File: src/rtl/register_pipe_m_if.sv
// Valid/ready handshake bundle for register_pipe_m: producer side (in_*) and consumer side (out_*).
// The pipe connects through the slave modport and the surrounding logic through master.
interface register_pipe_m_if #(
  parameter int WIDTH = 8
);
  logic             in_valid;
  logic             in_ready;
  logic [WIDTH-1:0] in_data;
  logic             out_valid;
  logic             out_ready;
  logic [WIDTH-1:0] out_data;

  modport master (
    output in_valid, in_data, out_ready,
    input  in_ready, out_valid, out_data
  );

  modport slave (
    input  in_valid, in_data, out_ready,
    output in_ready, out_valid, out_data
  );
endinterface

File: src/rtl/register_pipe_m.sv
// Elastic DEPTH-stage register pipeline with valid/ready on both ends.
// Bubbles collapse, backpressure ripples back stage by stage, and flush drops all valid bits.
module register_pipe_m #(
  parameter int               WIDTH     = 8,
  parameter int               DEPTH     = 4,
  parameter logic [WIDTH-1:0] RESET_VAL = '0
) (
  input  logic                         clk,
  input  logic                         rst_,
  input  logic                         flush,
  register_pipe_m_if.slave             bus,
  output logic [$clog2(DEPTH+1)-1:0]   occupancy
);

  localparam int OCC_W = $clog2(DEPTH+1);

  logic [DEPTH-1:0] v;
  logic [WIDTH-1:0] r [DEPTH];
  logic [DEPTH-1:0] adv;
  logic             tail_full;
  logic [DEPTH-1:0] src_v;
  logic [WIDTH-1:0] src_d [DEPTH];

  // A stage advances unless it and every stage downstream of it are full
  // while the consumer stalls; computed as a prefix AND to avoid a comb loop.
  always_comb begin
    adv       = '0;
    tail_full = 1'b1;
    for (int k = DEPTH - 1; k >= 0; k--) begin
      tail_full = tail_full & v[k];
      adv[k]    = bus.out_ready | ~tail_full;
    end
  end

  always_comb begin
    src_v    = '0;
    src_v[0] = bus.in_valid;
    src_d[0] = bus.in_data;
    for (int k = 1; k < DEPTH; k++) begin
      src_v[k] = v[k-1];
      src_d[k] = r[k-1];
    end
  end

  // Data registers only load on a valid source, so an idle pipe keeps its last payload.
  always_ff @(posedge clk or negedge rst_) begin
    if (!rst_) begin
      v <= '0;
      for (int k = 0; k < DEPTH; k++) begin
        r[k] <= RESET_VAL;
      end
    end else if (flush) begin
      v <= '0;
    end else begin
      for (int k = 0; k < DEPTH; k++) begin
        if (adv[k]) begin
          v[k] <= src_v[k];
          if (src_v[k]) begin
            r[k] <= src_d[k];
          end
        end
      end
    end
  end

  always_comb begin
    occupancy = '0;
    for (int k = 0; k < DEPTH; k++) begin
      occupancy = occupancy + OCC_W'(v[k]);
    end
  end

  assign bus.in_ready  = adv[0] & ~flush;
  assign bus.out_valid = v[DEPTH-1];
  assign bus.out_data  = r[DEPTH-1];

endmodule

File: src/flat_wrapper.sv
// flat-port wrapper written by rule: the top's interface ports become plain ports
module register_pipe_m_flat 
#(
  parameter int               WIDTH     = 8,
  parameter int               DEPTH     = 4,
  parameter logic [WIDTH-1:0] RESET_VAL = '0
)
  (clk, rst_, flush, occupancy, bus_in_valid, bus_in_data, bus_out_ready, bus_in_ready, bus_out_valid, bus_out_data);
  register_pipe_m_if #(.WIDTH(WIDTH)) bus_i ();
  input  logic clk;
  input  logic rst_;
  input  logic flush;
  output logic [$clog2(DEPTH+1)-1:0] occupancy;
  input wire logic [$bits(bus_i.in_valid)-1:0] bus_in_valid;
  input wire logic [$bits(bus_i.in_data)-1:0] bus_in_data;
  input wire logic [$bits(bus_i.out_ready)-1:0] bus_out_ready;
  output wire logic [$bits(bus_i.in_ready)-1:0] bus_in_ready;
  output wire logic [$bits(bus_i.out_valid)-1:0] bus_out_valid;
  output wire logic [$bits(bus_i.out_data)-1:0] bus_out_data;
  assign bus_i.in_valid = bus_in_valid;
  assign bus_i.in_data = bus_in_data;
  assign bus_i.out_ready = bus_out_ready;
  assign bus_in_ready = bus_i.in_ready;
  assign bus_out_valid = bus_i.out_valid;
  assign bus_out_data = bus_i.out_data;
  register_pipe_m #(.WIDTH(WIDTH), .DEPTH(DEPTH), .RESET_VAL(RESET_VAL)) u_core (.clk(clk), .rst_(rst_), .flush(flush), .bus(bus_i), .occupancy(occupancy));
endmodule
File: config.mk
export PLATFORM = sky130hd
export DESIGN_NAME = register_pipe_m_flat
export DESIGN_NICKNAME = d
export VERILOG_FILES = /design/src/rtl/register_pipe_m_if.sv /design/src/rtl/register_pipe_m.sv /design/src/flat_wrapper.sv
export SDC_FILE = /design/constraint.sdc
export NUM_CORES = 1
export LEC_CHECK = 0
export BUFFER_PORTS_ARGS = -buffer_cell sky130_fd_sc_hd__buf_2
export CORE_UTILIZATION = 45
export DETAILED_ROUTE_END_ITERATION = 10
export HOLD_SLACK_MARGIN = 0.03
export PLACE_DENSITY = 0.69
export SLEW_MARGIN = 40
export SYNTH_ARGS = -nofsm -noshare
export SYNTH_HDL_FRONTEND = slang
export SYNTH_SLANG_ARGS = --single-unit
File: constraint.sdc
create_clock -name clk -period 1.7 [get_ports clk]
set_clock_uncertainty 0.05 [all_clocks]
set_input_delay 0.255 -clock clk [delete_from_list [all_inputs] [get_ports clk]]
set_output_delay 0.255 -clock clk [all_outputs]
set_load 0.005 [all_outputs]
Word-level counts from Yosys, hierarchy flattened
Index checks and enable logic that the tools add are counted.
- reductions and logical operators: 8
- muxes and demuxes: 5
- $add $sub $neg: 3
- bitwise operators: 13
- operator list (operator ; count):
    $reduce_and A3 Y1 ; 4
    $reduce_bool A2 Y1 ; 4
    $add A3 B1 Y3 ; 2
    $not A1 Y1 ; 5
    $and A1 B1 Y1 ; 4
    $mux W1 ; 4
    $mux W4 ; 1
    $or A1 B1 Y1 ; 4
    $add A1 B1 Y2 ; 1
- output and inout port bits: 13
- register bits: 36

Depth between registers and ports, before layout
Gate-level depths: netlist of the first run.
- depth in word-level cells: 7
- depth in mapped cells: 5

Least setup slack after synthesis of the first run
OpenSTA, ideal clock, no wires.
- path kind: register -> register
- start: register u_core.v[3]
- end: register u_core.r[16] (netlist name)
- stages on the path, launching flop included: 6
- setup slack: -10 ps
- arrival: 1535 ps
- period minus slack after synthesis: 1710 ps
- setup time: 125 ps
- data required time: 1525 ps
- cell sequence: dfrtp_1 and4b_1 buf_2 or3b_1 buf_6 mux2_4
- cells in the longest elaborated chain, start to end: 5
- ends and longest elaborated chain (what ; RTL line ; RTL):
    start, declared ; register_pipe_m.sv:17 ; logic [DEPTH-1:0] v;
    start signal, assigned by index ; register_pipe_m.sv:57 ; v[k] <= src_v[k];
    $and A1 B1 Y1 (2 in a row) ; register_pipe_m.sv:30 ; tail_full = tail_full & v[k];
    $not A1 Y1 ; register_pipe_m.sv:31 ; adv[k] = bus.out_ready | ~tail_full;
    $or A1 B1 Y1 ; register_pipe_m.sv:31 ;
    $reduce_and A3 Y1 (no source line) ; - ;
    end signal, assigned by index ; register_pipe_m.sv:59 ; r[k] <= src_d[k];
    end, declared ; register_pipe_m.sv:18 ; logic [WIDTH-1:0] r [DEPTH];
Every way passes these cells.
A chain may end at the register's enable or synchronous reset.

Worst setup path in the final report of the first run
- start: register u_core.v[1]
- end: output port occupancy[1]
- cells in the longest elaborated chain, start to end: 3
- ends and longest elaborated chain (what ; RTL line ; RTL):
    $add A1 B1 Y2 ; register_pipe_m.sv:69 ; occupancy = occupancy + OCC_W'(v[k]);
    $add A3 B1 Y3 (2 in a row) ; register_pipe_m.sv:69 ;
    end, declared ; flat_wrapper.sv:13 ; output logic [$clog2(DEPTH+1)-1:0] occupancy;
Every way passes these cells.

==> results of run 1 <==
-- where the power goes --
| part | internal [uW] | switching [uW] | leakage (uW) |
|---|---|---|---|
| clock | 308 | 268 | 0.0000422 |
| combinational | 305 | 133 | 0.000436 |
| sequential | 1090 | 121 | 0.000445 |
| total | 1700 | 522 | 0.000923 |
-- routing by layer --
layer | vias up | GRT usage | part of all wire
met3 | 10 | 0.0411 | 0.046
li1 | 397 | - | -
met5 | - | 0 | 0
met1 | 399 | 0.187 | 0.45
met2 | 25 | 0.224 | 0.47
met4 | 0 | 0.110 | 0.035
-- state kept, by name (all words and copies together) (netlist names) --
name / flops
u_core.bus.out_data: 8
u_core.v: 4
u_core.r: 24
-- critical path: cells and delay by family (launching register included) --
kind	cells	cell delay, ns
flops	1	0.42
buf+inv	1	0.08
fa+ha+maj	3	0.92
-- stage by stage --
stage | total power, uW | hold WS [ns] | TNS [ns] | instances
6_report | 2220 | 0.0973 | -0.923 | 173
5_1_grt | 2360 | 0.0840 | -1.46 | 173
4_1_cts | 2230 | 0.0835 | -0.988 | 173
3_5_place_dp | 1640 | 0.178 | -0.344 | 163
3_3_place_gp | 1610 | 0.177 | -0.0524 | 163
2_1_floorplan | 1560 | -0.0906 | -0.0831 | 101
-- synth_stat cells, drive strengths merged --
cell type	instances	area [um2]
inv	1	3.75
a211o	1	10.0
buf	12	86.3
dfrtp	36	901
nand2b	1	6.26
a21oi	4	23.8
ha	2	25.0
nor2	6	22.5
mux2	32	390
clkbuf	1	3.75
nor2b	1	6.26
and4b	1	10.0
fa	1	20.0
or3b	2	17.5
-- what timing repair did --
item | in CTS | in global routing
setup endpoints to repair | 12 | 20
endpoints found under the hold margin | 36 | 0
hold buffers | 1 | 0
resized for setup | 8 | 12
pin swaps | 1 | 3
buffers inserted | 1 | 1
-- layout make-up --
| class | instances | area [um2] |
|---|---|---|
| inverter | 1 | 3.75 |
| timing repair buffer | 33 | 224 |
| clock inverter | 2 | 35.0 |
| sequential | 36 | 901 |
| multi-input combinational | 51 | 603 |
| fill | 262 | 1260 |
| tap | 44 | 55.1 |
| clock buffer | 6 | 41.3 |
-- path summary, 6_finish.rpt --
kind | start | endpoint | slack [ns]
worst max-delay path | u_core.v[1]$_DFFE_PN0P_ | occupancy[1] | -0.36
worst min-delay path | bus_in_data[0] | u_core.r[24]$_DFFE_PN0P_ | 0.1
worst max register to register | u_core.v[1]$_DFFE_PN0P_ | u_core.r[22]$_DFFE_PN0P_ | 0
worst min register to register | u_core.bus.out_data[5]$_DFFE_PN0P_ | u_core.bus.out_data[5]$_DFFE_PN0P_ | 0.46
max in group asynchronous | rst_ | u_core.v[3]$_DFFE_PN0P_ | 1.06
min in group asynchronous | rst_ | u_core.r[21]$_DFFE_PN0P_ | 0.36
-- kinds of logic after synthesis --
logic type               count (synthesis)  synth area share
AND/OR/NAND/NOR                         11            0.0410
buffers and inverters                   14            0.0615
adder cells (fa/ha/maj)                  3            0.0295
flip-flops                              36             0.590
AO/OA/AOI/OAI                            5            0.0221
multiplexers                            32             0.256
==> results.md, run 1 <==
* VDD IR max at around 0.56 mV
* Post-synthesis register bit count at 36
* I/O Pins at 26
* Max_cap viols at 0
* Final worst slack at -0.356 ns
* CTS Sinks at 36
* CTS tree: done
* Commonest non-fill, non-tap cells in the layout: 36 x dfrtp_1, 23 x buf_2, 16 x mux2_4, 16 x mux2_2, 6 x nor2_1
* Most common cell after layout, fill and taps aside: dfrtp_1
* Type of the worst setup path: flip-flop to output port
* Total gr overflow at 0
* Minimum clock period at 2.06 ns
* Min-Delay Path Depth at 2
* Status: complete, but fails checks
* Detailed Route WL at approximately 2.3 mm
* Clk Latency, worst-skew pair at between 0.3 and 0.4 ns
* Die ar. at about 3600 um2
* Crit path arrival time at between 1.5 and 2 ns
* Synth-to-Final Area Change at 22.0%
* Worst path cell trace: ha_4, fa_2, ha_4, buf_6
* Port buffer count at 25
* Hold Crit Class: input pin to flip-flop
* WP data required at roughly 1.4 ns
* Die W at between 60 and 70 um
* Worst setup SP type: flip-flop
* Leak pwr at approximately 0.00092 uW
* Final Hold Vio Count at 0
* Inserted Diodes at 0
* Worst-margin pin slew at 0.330 ns
* GPL Wtd Cong at ~0.72
* CTS max path bufs at 2
* Slowest cell on crit path: dfrtp_1
* Yosys warns at 0
* PwrDens at about 1200 nW/um2
* R2r worst-path depth at 4
* Number of global-route vias before repair at ~860
* Largest net degree at the start of global routing at 37
* Setup WS pre-CTS at -0.0475 ns
* Achievable Freq at 486 MHz
* GRT Util Overall at 0.151
* Number of library cell types mapped by synthesis at 18
* Layout Utilization at 0.596
* Final instance area at between 1500 and 2000 um2
* Initial antenna violation count at 0
* CTS Root Cell: clkbuf_4
* Core Area at 3130 um2
* Violated checks: setup timing
* Final nets at about 140
* Crit-path most repeated cell: ha_4
* Share of cells above drive strength 1 at 0.605
* Cell Rows at 20
* Drt drc at 0
* Post-Syn Instances at ~100
* Drt pass-1 iters at 2
* Detailed placement HPWL at ~1.6 mm
* Initial DRC count at 13
* Mean Syn Cell Area at 15.1 um2
* Slew Limit Fails at 0
* Clock-pin slew on the worst setup and hold paths at between 0.1 and 0.15 ns
* Slew HR at 0.780
* Syn_nets at about 120
* Starting Density at 0.488
* Register area share after synthesis at 0.590
* Tcrit/Tclk final at 1.21
* Overall die height at roughly 60 um
* Post-Syn Area at 1530 um2
* Avg WL per Cell at 13.5 um
* First-pass GRT wire length at between 3 and 4 mm
* CP Max Fanout at 2
* Num CTS Buffers at 5
* Final setup violation count at 7
* Routed Antenna Nets at 0
* H-Tree Depth at 2
* Number of vias per cell at slightly below 5
* DR vias at 831
* Max stage delay on crit path at 0.42 ns
* Worst setup EP type: output port
* RSZ-0062 raised after global routing: true
* Placed inst area at 1670 um2
Note: power is estimated with default switching activity, not from simulation.
==> inputs of run 2 (changes only) <==
Settings changed: PLACE_DENSITY 0.69 to 0.66.
Clock period 1.7 ns to 2.56 ns, I/O delays scaled along.
==> run 2 against run 1 <==
  * The run now ends clean
  * Worst setup slack improved by 0.59 ns
  * Critical path depth did not move
  * Register-to-register slack improved by 0.72 ns
  * Worst hold slack improved by 0.13 ns
  * Global-route usage fell by 1.4 points
  * Non-clock buffer count fell by 7
  * Clock power fell by 47%
  * Total power fell by 39%
  * Clock-buffer cell count rose by 2
  * Via count fell by 7.5%
  * Cell count fell by 4.0%
  * Largest power group unchanged
  * Highest routed layer unchanged
==> results.md, run 2 (synthesis results as in run 1) <==
* Status: complete, no violations
* Min-Delay Path Depth at 2
* Worst-margin pin slew at about 0.46 ns
* DR vias at just under 800
* Initial antenna violation count at 0
* Starting Density at 0.488
* Number of vias per cell at between 4 and 5
* Hold Crit Class: input pin to flip-flop
* I/O Pins at 26
* Final setup violation count at 0
* Reg2reg end: u_core.r[18]$_DFFE_PN0P_
* Final Hold Vio Count at 0
* Crit-path most repeated cell: ha_1
* WP data required at ~2.1 ns
* PwrDens at between 800 and 900 nW/um2
* Drt drc at 0
* RSZ-0062 raised after global routing: false
* Slew Limit Fails at 0
* H-Tree Depth at 2
* Tcrit/Tclk final at 0.908
* Clock-pin slew on the worst setup and hold paths at around 0.10 ns
* Largest net degree at the start of global routing at 37
* Commonest non-fill, non-tap cells in the layout: 36 x dfrtp_1, 24 x mux2_2, 24 x buf_2, 8 x mux2_4, 6 x nor2_1
* Worst setup EP type: output port
* First-pass GRT wire length at between 3 and 4 mm
* Number of global-route vias before repair at 740
* PnR Total Power at 1360 uW
* CP Launch Point: u_core.v[0]$_DFFE_PN0P_
* FF-to-FF setup slack at 0.72 ns
* Die ar. at approximately 3600 um2
* Detailed Route WL at about 2.0 mm
* GRT Util Overall at 0.137
* Layout fillers at 280
* Max_cap viols at 0
* Critical Path End: occupancy[1]
* Avg WL per Cell at between 10 and 15 um
* Inserted Diodes at 0
* CTS max path bufs at 2
* Setup_tns at 0 ns
* Leak pwr at about 0.00084 uW
* Share of cells above drive strength 1 at 0.533
* Die W at around 60 um
* CTS tree: done
* VDD IR max at 0.369 mV
* Most flops, register: u_core.r
* Type of the worst setup path: flip-flop to output port
* Total gr overflow at 0
* Num CTS Buffers at 5
* Slowest cell on crit path: dfrtp_1
* Largest register FFs at 24
* Most common cell after layout, fill and taps aside: dfrtp_1
* Crit path arrival time at between 1.5 and 2 ns
* Worst setup SP type: flip-flop
* Achievable Freq at about 430 MHz
* Detailed placement HPWL at between 1 and 1.5 mm
* Drt pass-1 iters at 4
* Routed Antenna Nets at 0
* Synth-to-Final Area Change at 10.6%
* R2r worst-path depth at 3
* CP Max Fanout at 6
* Cell Rows at 20
* Crit Reg-Reg Startpoint: u_core.v[2]$_DFFE_PN0P_
* GPL Wtd Cong at about 0.7
* Port buffer count at 25
* CTS Root Cell: clkbuf_4
* CTS resizes at 0
* Clk Latency, worst-skew pair at 0.33 ns
* Overall die height at ~60 um
* Worst path cell trace: ha_1, fa_1, ha_1, buf_2
* Max stage delay on crit path at approximately 0.45 ns
* CTS Sinks at 36
* Slew HR at 0.691
* Final nets at between 100 and 150
* Initial DRC count at 12
* Core Area at between 3000 and 4000 um2
* Minimum clock period at 2.32 ns
-- run 2: changes by cell type in the layout (fill, tap and decap cells not counted), sizes merged --
cell / previous run / this run
buf: 32 / 25
clkbuf: 6 / 8
clkinv: 1 / 0
bufinv: 1 / 0
-- run 2: power by group --
group / total [uW] / switching, uW / internal [uW] / leakage, uW
registers: 800 / 76.9 / 723 / 0.000445
clock network: 306 / 170 / 136 / 0.0000326
logic: 258 / 78.2 / 180 / 0.000365
total: 1360 / 325 / 1040 / 0.000842
-- run 2: stage by stage --
stage | instance area, um2 | util | worst slack [ns] | hold slack [ns] | instances
final | 1690 | 0.540 | 0.236 | 0.230 | 166
after global routing | 1690 | 0.540 | 0.150 | 0.202 | 166
after CTS | 1680 | 0.536 | 0.222 | 0.0826 | 165
after detailed placement | 1620 | 0.517 | 0.610 | 0.439 | 157
after global placement | 1620 | 0.517 | 0.649 | 0.433 | 157
after floorplan | 1530 | - | 0.764 | 0.0384 | 101
-- run 2: critical path, delay by kind of cell, from the launching register on --
family,cells,cell delay (ns)
buf+inv,1,0.13
fa+ha+maj,3,0.97
flops,1,0.45
-- run 2: area by class of cell --
class / count / area (um2) / share of cell area
clock buffer: 8 / 58.8 / 0.0348
inverter: 1 / 3.75 / 0.00222
multi-input combinational: 51 / 532 / 0.315
sequential: 36 / 901 / 0.534
tap: 44 / 55.1 / 0.0326
timing repair buffer: 26 / 138 / 0.0815
-- run 2: routing by layer --
metal	track usage	wire [um]	part of all wire	vias to the layer above
met5	0	0	0	-
met4	0.0598	17	0.0086	0
met3	0.0714	111	0.056	2
met2	0.187	863	0.44	20
met1	0.179	976	0.50	365
li1	-	-	-	382
-- run 2: worst min path at each step --
stage / from / endpoint / slack, ns
floorplan: rst_ / u_core.bus.out_data[0]$_DFFE_PN0P_ / 0.04
global placement: u_core.bus.out_data[1]$_DFFE_PN0P_ / u_core.bus.out_data[1]$_DFFE_PN0P_ / 0.43
detailed placement: u_core.bus.out_data[0]$_DFFE_PN0P_ / u_core.bus.out_data[0]$_DFFE_PN0P_ / 0.44
CTS: rst_ / u_core.v[1]$_DFFE_PN0P_ / 0.08
global route: bus_in_data[6] / u_core.r[30]$_DFFE_PN0P_ / 0.20
finish: bus_in_data[5] / u_core.r[29]$_DFFE_PN0P_ / 0.23
-- run 2: timing repair --
action | CTS | global route
setup buffers | 0 | 0
hold endpoints to repair | 0 | 36
hold buffers | 0 | 1
setup endpoints to repair | 0 | 0
